$ cat src/rtl/apb_pixel_loader.sv
// apb_pixel_loader: APB slave front end of the watermarking core.
// Holds the configuration register file. In LOAD it turns in-order pixel
// writes into one-cycle new_pixel strobes. Image_Done is raised once all
// 2*ImgSize^2 pixels of the image have been delivered.
module apb_pixel_loader #(
    parameter int ADDR_WIDTH   = 32,
    parameter int DATA_WIDTH   = 32,
    parameter int PIX_WIDTH    = 8,
    parameter int CNT_WIDTH    = 21,
    // Lowest accepted ImgSize. A smaller value permits short images in simulation.
    parameter int IMG_SIZE_MIN = 200
) (
    input  logic                  clk,
    input  logic                  rst,
    input  logic                  PSEL,
    input  logic                  PENABLE,
    input  logic                  PWRITE,
    input  logic [ADDR_WIDTH-1:0] PADDR,
    input  logic [DATA_WIDTH-1:0] PWDATA,
    output logic [DATA_WIDTH-1:0] PRDATA,
    output logic                  PREADY,
    output logic                  PSLVERR,
    output logic                  Start,
    output logic [7:0]            White_Pixel,
    output logic [9:0]            ImgSize,
    output logic [9:0]            WmSize,
    output logic [6:0]            M,
    output logic [4:0]            Bthr,
    output logic [6:0]            Amin,
    output logic [6:0]            Amax,
    output logic [5:0]            Bmin,
    output logic [5:0]            Bmax,
    output logic                  new_pixel,
    output logic [PIX_WIDTH-1:0]  Pixel_Data,
    output logic                  Pixel_Sel,
    output logic                  Image_Done
);

    typedef enum logic [1:0] {
        S_IDLE = 2'd0,
        S_LOAD = 2'd1,
        S_DONE = 2'd2
    } state_t;

    localparam int NUM_CFG = 10;

    state_t                 state_q, state_d;
    logic [CNT_WIDTH-1:0]   cnt_q, cnt_d;
    logic [CNT_WIDTH-1:0]   total_q, total_d;
    logic [CNT_WIDTH-1:0]   half_q, half_d;   // ImgSize^2: first watermark index

    logic                   start_q, start_d;
    logic [7:0]             white_q, white_d;
    logic [9:0]             img_size_q, img_size_d;
    logic [9:0]             wm_size_q, wm_size_d;
    logic [6:0]             m_q, m_d;
    logic [4:0]             bthr_q, bthr_d;
    logic [6:0]             amin_q, amin_d;
    logic [6:0]             amax_q, amax_d;
    logic [5:0]             bmin_q, bmin_d;
    logic [5:0]             bmax_q, bmax_d;

    logic                   new_pixel_q, new_pixel_d;
    logic [PIX_WIDTH-1:0]   pixel_data_q, pixel_data_d;
    logic                   pixel_sel_q, pixel_sel_d;

    logic                   access;
    logic                   wr_access;
    logic                   is_cfg;
    logic [3:0]             cfg_idx;
    logic [ADDR_WIDTH-1:0]  pix_addr;
    logic                   pix_data_ok;
    logic                   pix_ok;
    logic [19:0]            img_sq;
    logic                   slv_err;
    logic [DATA_WIDTH-1:0]  rd_data;

    logic [DATA_WIDTH-1:0]  range_lo [NUM_CFG];
    logic [DATA_WIDTH-1:0]  range_hi [NUM_CFG];
    logic [15:0]            range_ok;

    // Transfer decode. Reset masks the bus so writes during reset have no effect.
    assign access    = PSEL && PENABLE && !rst;
    assign wr_access = access && PWRITE;
    assign is_cfg    = (PADDR < ADDR_WIDTH'(NUM_CFG));
    assign cfg_idx   = PADDR[3:0];
    assign pix_addr  = ADDR_WIDTH'(cnt_q) + ADDR_WIDTH'(NUM_CFG);
    assign pix_data_ok = (PWDATA[DATA_WIDTH-1:PIX_WIDTH] == '0);
    // Accept only the next pixel in sequence, and only while the image is incomplete.
    assign pix_ok    = (state_q == S_LOAD) && (PADDR == pix_addr)
                       && (cnt_q < total_q) && pix_data_ok;
    assign img_sq    = {10'd0, img_size_q} * {10'd0, img_size_q};

    // Accepted range for each configuration register. Amin/Bmin are bounded by
    // the registered Amax/Bmax, not by a write in the same cycle.
    always_comb begin
        range_lo[0] = DATA_WIDTH'(0);            range_hi[0] = DATA_WIDTH'(1);
        range_lo[1] = DATA_WIDTH'(1);            range_hi[1] = DATA_WIDTH'(255);
        range_lo[2] = DATA_WIDTH'(IMG_SIZE_MIN); range_hi[2] = DATA_WIDTH'(720);
        range_lo[3] = DATA_WIDTH'(200);          range_hi[3] = DATA_WIDTH'(720);
        range_lo[4] = DATA_WIDTH'(1);            range_hi[4] = DATA_WIDTH'(72);
        range_lo[5] = DATA_WIDTH'(1);            range_hi[5] = DATA_WIDTH'(20);
        range_lo[6] = DATA_WIDTH'(80);           range_hi[6] = DATA_WIDTH'(amax_q);
        range_lo[7] = DATA_WIDTH'(90);           range_hi[7] = DATA_WIDTH'(99);
        range_lo[8] = DATA_WIDTH'(20);           range_hi[8] = DATA_WIDTH'(bmax_q);
        range_lo[9] = DATA_WIDTH'(30);           range_hi[9] = DATA_WIDTH'(40);
    end

    generate
        for (genvar gi = 0; gi < 16; gi++) begin : g_range
            if (gi < NUM_CFG) begin : g_cfg
                assign range_ok[gi] = (PWDATA >= range_lo[gi]) && (PWDATA <= range_hi[gi]);
            end else begin : g_none
                assign range_ok[gi] = 1'b0;
            end
        end
    endgenerate

    // Next-state logic: register writes, FSM transitions and pixel acceptance.
    always_comb begin
        state_d      = state_q;
        cnt_d        = cnt_q;
        total_d      = total_q;
        half_d       = half_q;
        start_d      = start_q;
        white_d      = white_q;
        img_size_d   = img_size_q;
        wm_size_d    = wm_size_q;
        m_d          = m_q;
        bthr_d       = bthr_q;
        amin_d       = amin_q;
        amax_d       = amax_q;
        bmin_d       = bmin_q;
        bmax_d       = bmax_q;
        new_pixel_d  = 1'b0;
        pixel_data_d = pixel_data_q;
        pixel_sel_d  = pixel_sel_q;
        slv_err      = 1'b0;

        if (wr_access) begin
            if (is_cfg) begin
                // While loading only Start may be written; the rest stay frozen.
                if (!range_ok[cfg_idx] || (state_q == S_LOAD && cfg_idx != 4'd0)) begin
                    slv_err = 1'b1;
                end else begin
                    case (cfg_idx)
                        4'd0: begin
                            start_d = PWDATA[0];
                            if (PWDATA[0]) begin
                                // A new load latches the image size at entry.
                                if (state_q != S_LOAD) begin
                                    state_d = S_LOAD;
                                    cnt_d   = '0;
                                    half_d  = CNT_WIDTH'(img_sq);
                                    total_d = CNT_WIDTH'({img_sq, 1'b0});
                                end
                            end else begin
                                state_d = S_IDLE;
                                cnt_d   = '0;
                            end
                        end
                        4'd1:    white_d    = PWDATA[7:0];
                        4'd2:    img_size_d = PWDATA[9:0];
                        4'd3:    wm_size_d  = PWDATA[9:0];
                        4'd4:    m_d        = PWDATA[6:0];
                        4'd5:    bthr_d     = PWDATA[4:0];
                        4'd6:    amin_d     = PWDATA[6:0];
                        4'd7:    amax_d     = PWDATA[6:0];
                        4'd8:    bmin_d     = PWDATA[5:0];
                        4'd9:    bmax_d     = PWDATA[5:0];
                        default: slv_err    = 1'b1;
                    endcase
                end
            end else if (pix_ok) begin
                // Host pixels come first, then watermark pixels.
                new_pixel_d  = 1'b1;
                pixel_data_d = PWDATA[PIX_WIDTH-1:0];
                pixel_sel_d  = (cnt_q >= half_q);
                cnt_d        = cnt_q + CNT_WIDTH'(1);
                if (cnt_q + CNT_WIDTH'(1) == total_q) begin
                    state_d = S_DONE;
                end
            end else begin
                slv_err = 1'b1;
            end
        end
    end

    // Register readback, zero-extended; unmapped addresses read as zero.
    always_comb begin
        rd_data = '0;
        if (access && !PWRITE && is_cfg) begin
            case (cfg_idx)
                4'd0:    rd_data = DATA_WIDTH'(start_q);
                4'd1:    rd_data = DATA_WIDTH'(white_q);
                4'd2:    rd_data = DATA_WIDTH'(img_size_q);
                4'd3:    rd_data = DATA_WIDTH'(wm_size_q);
                4'd4:    rd_data = DATA_WIDTH'(m_q);
                4'd5:    rd_data = DATA_WIDTH'(bthr_q);
                4'd6:    rd_data = DATA_WIDTH'(amin_q);
                4'd7:    rd_data = DATA_WIDTH'(amax_q);
                4'd8:    rd_data = DATA_WIDTH'(bmin_q);
                4'd9:    rd_data = DATA_WIDTH'(bmax_q);
                default: rd_data = '0;
            endcase
        end
    end

    // State and register file update, synchronous reset.
    always_ff @(posedge clk) begin
        if (rst) begin
            state_q      <= S_IDLE;
            cnt_q        <= '0;
            total_q      <= '0;
            half_q       <= '0;
            start_q      <= 1'b0;
            white_q      <= '0;
            img_size_q   <= '0;
            wm_size_q    <= '0;
            m_q          <= '0;
            bthr_q       <= '0;
            amin_q       <= '0;
            amax_q       <= '0;
            bmin_q       <= '0;
            bmax_q       <= '0;
            new_pixel_q  <= 1'b0;
            pixel_data_q <= '0;
            pixel_sel_q  <= 1'b0;
        end else begin
            state_q      <= state_d;
            cnt_q        <= cnt_d;
            total_q      <= total_d;
            half_q       <= half_d;
            start_q      <= start_d;
            white_q      <= white_d;
            img_size_q   <= img_size_d;
            wm_size_q    <= wm_size_d;
            m_q          <= m_d;
            bthr_q       <= bthr_d;
            amin_q       <= amin_d;
            amax_q       <= amax_d;
            bmin_q       <= bmin_d;
            bmax_q       <= bmax_d;
            new_pixel_q  <= new_pixel_d;
            pixel_data_q <= pixel_data_d;
            pixel_sel_q  <= pixel_sel_d;
        end
    end

    assign PRDATA      = rd_data;
    assign PREADY      = 1'b1;
    assign PSLVERR     = slv_err;
    assign Start       = start_q;
    assign White_Pixel = white_q;
    assign ImgSize     = img_size_q;
    assign WmSize      = wm_size_q;
    assign M           = m_q;
    assign Bthr        = bthr_q;
    assign Amin        = amin_q;
    assign Amax        = amax_q;
    assign Bmin        = bmin_q;
    assign Bmax        = bmax_q;
    assign new_pixel   = new_pixel_q;
    assign Pixel_Data  = pixel_data_q;
    assign Pixel_Sel   = pixel_sel_q;
    assign Image_Done  = (state_q == S_DONE);

endmodule

$ cat config.mk
export PLATFORM = sky130hd
export DESIGN_NAME = apb_pixel_loader
export DESIGN_NICKNAME = d
export VERILOG_FILES = /design/src/rtl/apb_pixel_loader.sv
export SDC_FILE = /design/constraint.sdc
export NUM_CORES = 1
export LEC_CHECK = 0
export ABC_CLOCK_PERIOD_IN_PS = 5200
export BUFFER_PORTS_ARGS = -buffer_cell sky130_fd_sc_hd__buf_2
export CELL_PAD_IN_SITES_DETAIL_PLACEMENT = 1
export CELL_PAD_IN_SITES_GLOBAL_PLACEMENT = 1
export CORE_ASPECT_RATIO = 0.75
export CORE_MARGIN = 4
export CORE_UTILIZATION = 39
export DETAILED_ROUTE_END_ITERATION = 16
export PLACE_DENSITY_LB_ADDON = 0.3
export SLEW_MARGIN = 20
export SYNTH_ARGS = -nofsm -noshare
export SYNTH_HDL_FRONTEND = slang
export SYNTH_SLANG_ARGS = --single-unit
export TNS_END_PERCENT = 100
$ cat constraint.sdc
create_clock -name clk -period 5.2 [get_ports clk]
set_input_delay 1.04 -clock clk [delete_from_list [all_inputs] [get_ports clk]]
set_output_delay 1.04 -clock clk [all_outputs]
set_load 0.02 [all_outputs]
# Word level (Yosys, flattened, before mapping)
# Cells that the tools add are included.
[totals] regBits=120
[classes] reduce_logical=43 order_cmp=20 multipliers=1 mux=23 eq_ne=17 add_sub_neg=2 bitwise_logic=3
[op_table] cell="$mux 21" count=6
[op_table] cell="$pmux 10 s10" count=1
[op_table] cell="$ge 32x1->1 const B" count=2
[op_table] cell="$ge 32x5->1 const B" count=2
[op_table] cell="$ge 32x7->1 const B" count=2
[op_table] cell="$le 32x7->1 const B" count=2
[op_table] cell="$reduce_and 4->1" count=10
[op_table] cell="$eq 32x22->1" count=1
[op_table] cell="$ge 32x8->1 const B" count=1
[op_table] cell="$le 32x1->1 const B" count=1
[op_table] cell="$le 32x10->1 const B" count=1
[op_table] cell="$le 32x5->1 const B" count=1
[op_table] cell="$le 32x6->1" count=1
[op_table] cell="$le 32x6->1 const B" count=1
[op_table] cell="$le 32x7->1" count=1
[op_table] cell="$le 32x8->1 const B" count=1
[op_table] cell="$lt 32x4->1 const B" count=1
[op_table] cell="$logic_not 24->1" count=1
[op_table] cell="$add 21x4->22 const B" count=1
[op_table] cell="$add 21x1->21 const B" count=1
[op_table] cell="$eq 21x21->1" count=1
[op_table] cell="$ge 21x20->1" count=1
[op_table] cell="$lt 21x21->1" count=1
[op_table] cell="$mul 10x10->20" count=1
[op_table] cell="other kinds (26)" count=67

# Longest topological paths before layout
[logic_depth] ltp_word=9 ltp_mapped=21

# Least setup slack after synthesis
# OpenSTA, ideal clock, no wires.
[synth_path] path_type="register to register" startpoint="register img_size_q[7] (netlist: ImgSize[7])" endpoint="register total_q[19]" period_less_slack_ps=5462 path_buffers=1 path_slack_ps=-262 arrival_time_ps=5340 path_stages_with_launch=20 required_ps=5078 cell_sequence="dfxtp_1 clkbuf_1 nand2_1 fa_1 fa_1 inv_1 fa_1 fa_1 inv_1 fa_1 inv_1 ha_1 a21oi_1 o2bb2ai_1 a31oi_1 a2111o_1 a31o_2 a21oi_1 xor2_1 o21ai_0"
[synth_via] elab_chain_len=1
[synth_lines] item="start, declared" line="54" text="logic [9:0] img_size_q, img_size_d;"
[synth_lines] item="start signal, assigned" line="236" text="img_size_q <= img_size_d;"
[synth_lines] item="$mul 10x10->20" line="92" text="assign img_sq = {10'd0, img_size_q} * {10'd0, img_size_q};"
[synth_lines] item="end signal, assigned" line="232" text="total_q <= total_d;"
[synth_lines] item="end, declared" line="49" text="logic [CNT_WIDTH-1:0] total_q, total_d;"
# Every way passes these cells.
# A chain may end at the register's enable or synchronous reset.

# Worst setup path in the final report
[layout_path] startpoint="register img_size_q[2] (netlist: ImgSize[2])" endpoint="register total_q[19]"
# Same word-level chain as after synthesis.

==> metrics <==
RD Place Congestion=0.883; clock-pin slew on the worst setup and hold paths=0.07 ns; DRT Wirelength=around 42000 µm; die outline width=a little over 200 µm; synth cell count leaders=inv_1, dfxtp_1, ha_1, nor2_1, nand2_1; # setup viols final=0; min cycle time layout=between 4 and 5 ns; Max-cap violations=0; VDD IR-drop max=roughly 230 µV; Compound-Gate Fraction of Synth Area=15.6%; Post-synth EDFFs=0; via-per-instance ratio=roughly 5.7; Worst Path Max Fanout=6; Power Density=approximately 170 mW/mm²; CTS root buffer=clkbuf_16; std cell rows=54; Final HPWL DP=32300 µm; Synth Area in Adders=a little under a fifth; DP Area=0.0127 mm²; Main synth FF type=dfxtp_1; Place WS=-0.0129 ns; worst setup margin=0.235 ns; crit share post-route=95.5%; Post-Synthesis Cells=roughly 1400; nets=1778; setup_tns=0 ns; initial antenna violation count=0; Final Hold Violating Endpoints=0; first-pass GRT wire length=roughly 66000 µm; Mapped Area=around 0.012 mm²; Async S/R FF share, synth=0%; Initial DRT Pass Iterations=5; Mean Syn Cell Area=approximately 8 µm²; Reg area=approximately 0.0024 mm²; DR DRC count=0; yosys warns=0; Core ar.=between 0.02 and 0.03 mm²; Yosys cell types=just under 90; status=completed; # hold bufs at CTS=0; die area=~0.033 mm²; Yosys reg bits=around 120; CTS Buf Count=17; Pleak=6.21 nW; Routed Antenna Nets=0; clk buf depth=2; crit path DAT=approximately 5.3 ns; insertion delay to the later sink of the worst-skew pair=~0.44 ns; Final Slew Violations=0; Routed WL per cell=about 21 µm; Syn-to-layout area delta=16.2%; pin count of the biggest net entering global routing=70; vias in the first global route=11500; DRT iter0 DRCs=slightly below 800; worst-margin pin slew=slightly above 1 ns; Synth Area in Simple Gates=roughly a quarter; final instance area=~0.013 mm²; DR vias=approximately 11000; Multi-input gate area=0.00842 mm²; Seq/Total Area, Yosys=between 20% and 30%; Required @ worst endpoint=approximately 5.5 ns; die height=between 150 and 200 µm; most frequent cell after synthesis=inv_1; fraction of layout cells with a size suffix above 1=between 10% and 20%; startpoint types=flip-flop; Final Power=approximately 2.3 mW; Total GRT Usage=25.2%; Yosys top cell area share=approximately 21%; CTS sink count=119; Yosys top cell by area=dfxtp_1; worst rel slew slack=32.3%; initial core utilization=around 40%; I/O Buffers=roughly 160; total grt overflow=0; # diodes=0; CTS tree=built; main area contributors after synthesis=dfxtp_1, ha_1, fa_1, mux2i_1, inv_1; fill cell count=3595; H-tree levels=4; Max Fclk=between 200 and 250 MHz; mux share of post-synthesis cell area=~6.3%; post-synthesis xor/xnor area fraction=under 10%; CP Capture Type=flip-flop; Setup Crit Path Kind=flip-flop to flip-flop; Setup Skew=around 0.0063 ns; main combinational cell family by area after synthesis=simple AND/OR/NAND/NOR gates; io pins=around 180; HP Class=flip-flop to flip-flop
[repair_timing]
action / CTS / global route
pin swaps: 0 / 21
endpoints found under the hold margin: 0 / 0
setup buffers: 0 / 2
setup endpoints to repair: 3 / 5
resized for setup: 4 / 42
[final timing paths]
| check | startpoint | end | slack [ns] | cells past startpoint |
|---|---|---|---|---|
| worst max-delay path | ImgSize[2]$_SDFFE_PP0P_ | total_q[19]$_SDFFE_PP0P_ | 0.23 | 18 |
| worst min-delay path | WmSize[5]$_SDFFE_PP0P_ | WmSize[5]$_SDFFE_PP0P_ | 0.47 | 2 |
| worst max register to register | ImgSize[2]$_SDFFE_PP0P_ | total_q[19]$_SDFFE_PP0P_ | 0.23 | 18 |
| worst min register to register | WmSize[5]$_SDFFE_PP0P_ | WmSize[5]$_SDFFE_PP0P_ | 0.47 | 2 |
[layout by cell type, fill, tap and decap left out, drive strengths merged, types with 10 or more instances in the layout]
cell type | Yosys | routed
nand2 | 89 | 89
nand2b | 65 | 65
and2 | 37 | 37
a211oi | 10 | 10
clkbuf | 45 | 17
buf | 61 | 197
and3 | 11 | 11
fa | 47 | 47
a21oi | 70 | 70
nor2b | 23 | 23
inv | 123 | 133
nand4 | 28 | 28
nand3 | 62 | 62
or3 | 14 | 14
conb | 2 | 23
mux2i | 63 | 63
nor4 | 23 | 23
ha | 100 | 100
a31oi | 11 | 11
nor2 | 96 | 96
o31ai | 10 | 10
dfxtp | 119 | 119
xnor2 | 49 | 49
o21ai | 82 | 82
nor3 | 28 | 28
xor2 | 29 | 29
[power by group]
| group | switching (mW) | internal (mW) |
|---|---|---|
| Clock | 0.561 | 0.641 |
| Combinational | 0.141 | 0.0616 |
| Sequential | 0.000000000000818 | 0.908 |
[critical path: stages (launching register included)]
cell	delay (ns)
dfxtp_4	0.37
nand2_4	0.07
inv_1	0.06
fa_1	0.57
fa_1	0.44
fa_1	0.50
fa_1	0.49
inv_1	0.05
fa_1	0.51
inv_2	0.05
ha_4	0.25
a21oi_4	0.17
o2bb2ai_1	0.15
a31oi_2	0.07
a2111o_1	0.44
a31o_2	0.25
a21oi_2	0.14
xor2_1	0.14
o21ai_0	0.09
[per-stage QoR]
step / utilization, % / hold WS (ns) / instances
6_report: 46.2 / 0.471 / 1967
5_1_grt: 46.2 / 0.503 / 1967
4_1_cts: 45.4 / 0.470 / 1965
3_5_place_dp: 43.4 / 0.461 / 1933
2_1_floorplan: - / 0.457 / 1452
3_3_place_gp: 43.4 / 0.459 / 1933
[per-layer routing]
metal / vias to the layer above / track usage, % / wire length [µm]
met5: - / 0 / 0
met4: 0 / 6.92 / 729
met3: 62 / 8.07 / 3840
met2: 407 / 37.9 / 18000
met1: 5497 / 35.0 / 19200
li1: 5222 / - / -
[sequential cells by signal, summed over array words and instances (netlist names)]
register and count:
Bmin 6, Pixel_Sel 1, WmSize 10, new_pixel 1
Amax 7, M 7, Start 1, total_q 19
ImgSize 10, White_Pixel 8, Bthr 5, Bmax 6
Amin 7, state_q 2, Pixel_Data 8, cnt_q 21
[cell families (layout without fill, tap and decap cells)]
logic type	count (synthesis)	in the layout
AND/OR/NAND/NOR	507	507
AO/OA/AOI/OAI	278	278
buffers and inverters	229	352
adder cells (fa/ha/maj)	147	147
flip-flops	119	119
XOR/XNOR	78	78
multiplexers	71	71
other	2	23
[final cells by class]
cell class                 count  area share (%)
clock inverter                15            1.17
multi-input combinational   1104            62.5
timing repair buffer         197            8.20
clock buffer                  17            3.16
inverter                     123            3.43
tap                          392            3.64
sequential                   119            17.9
Note: power is estimated with default switching activity, not from simulation.
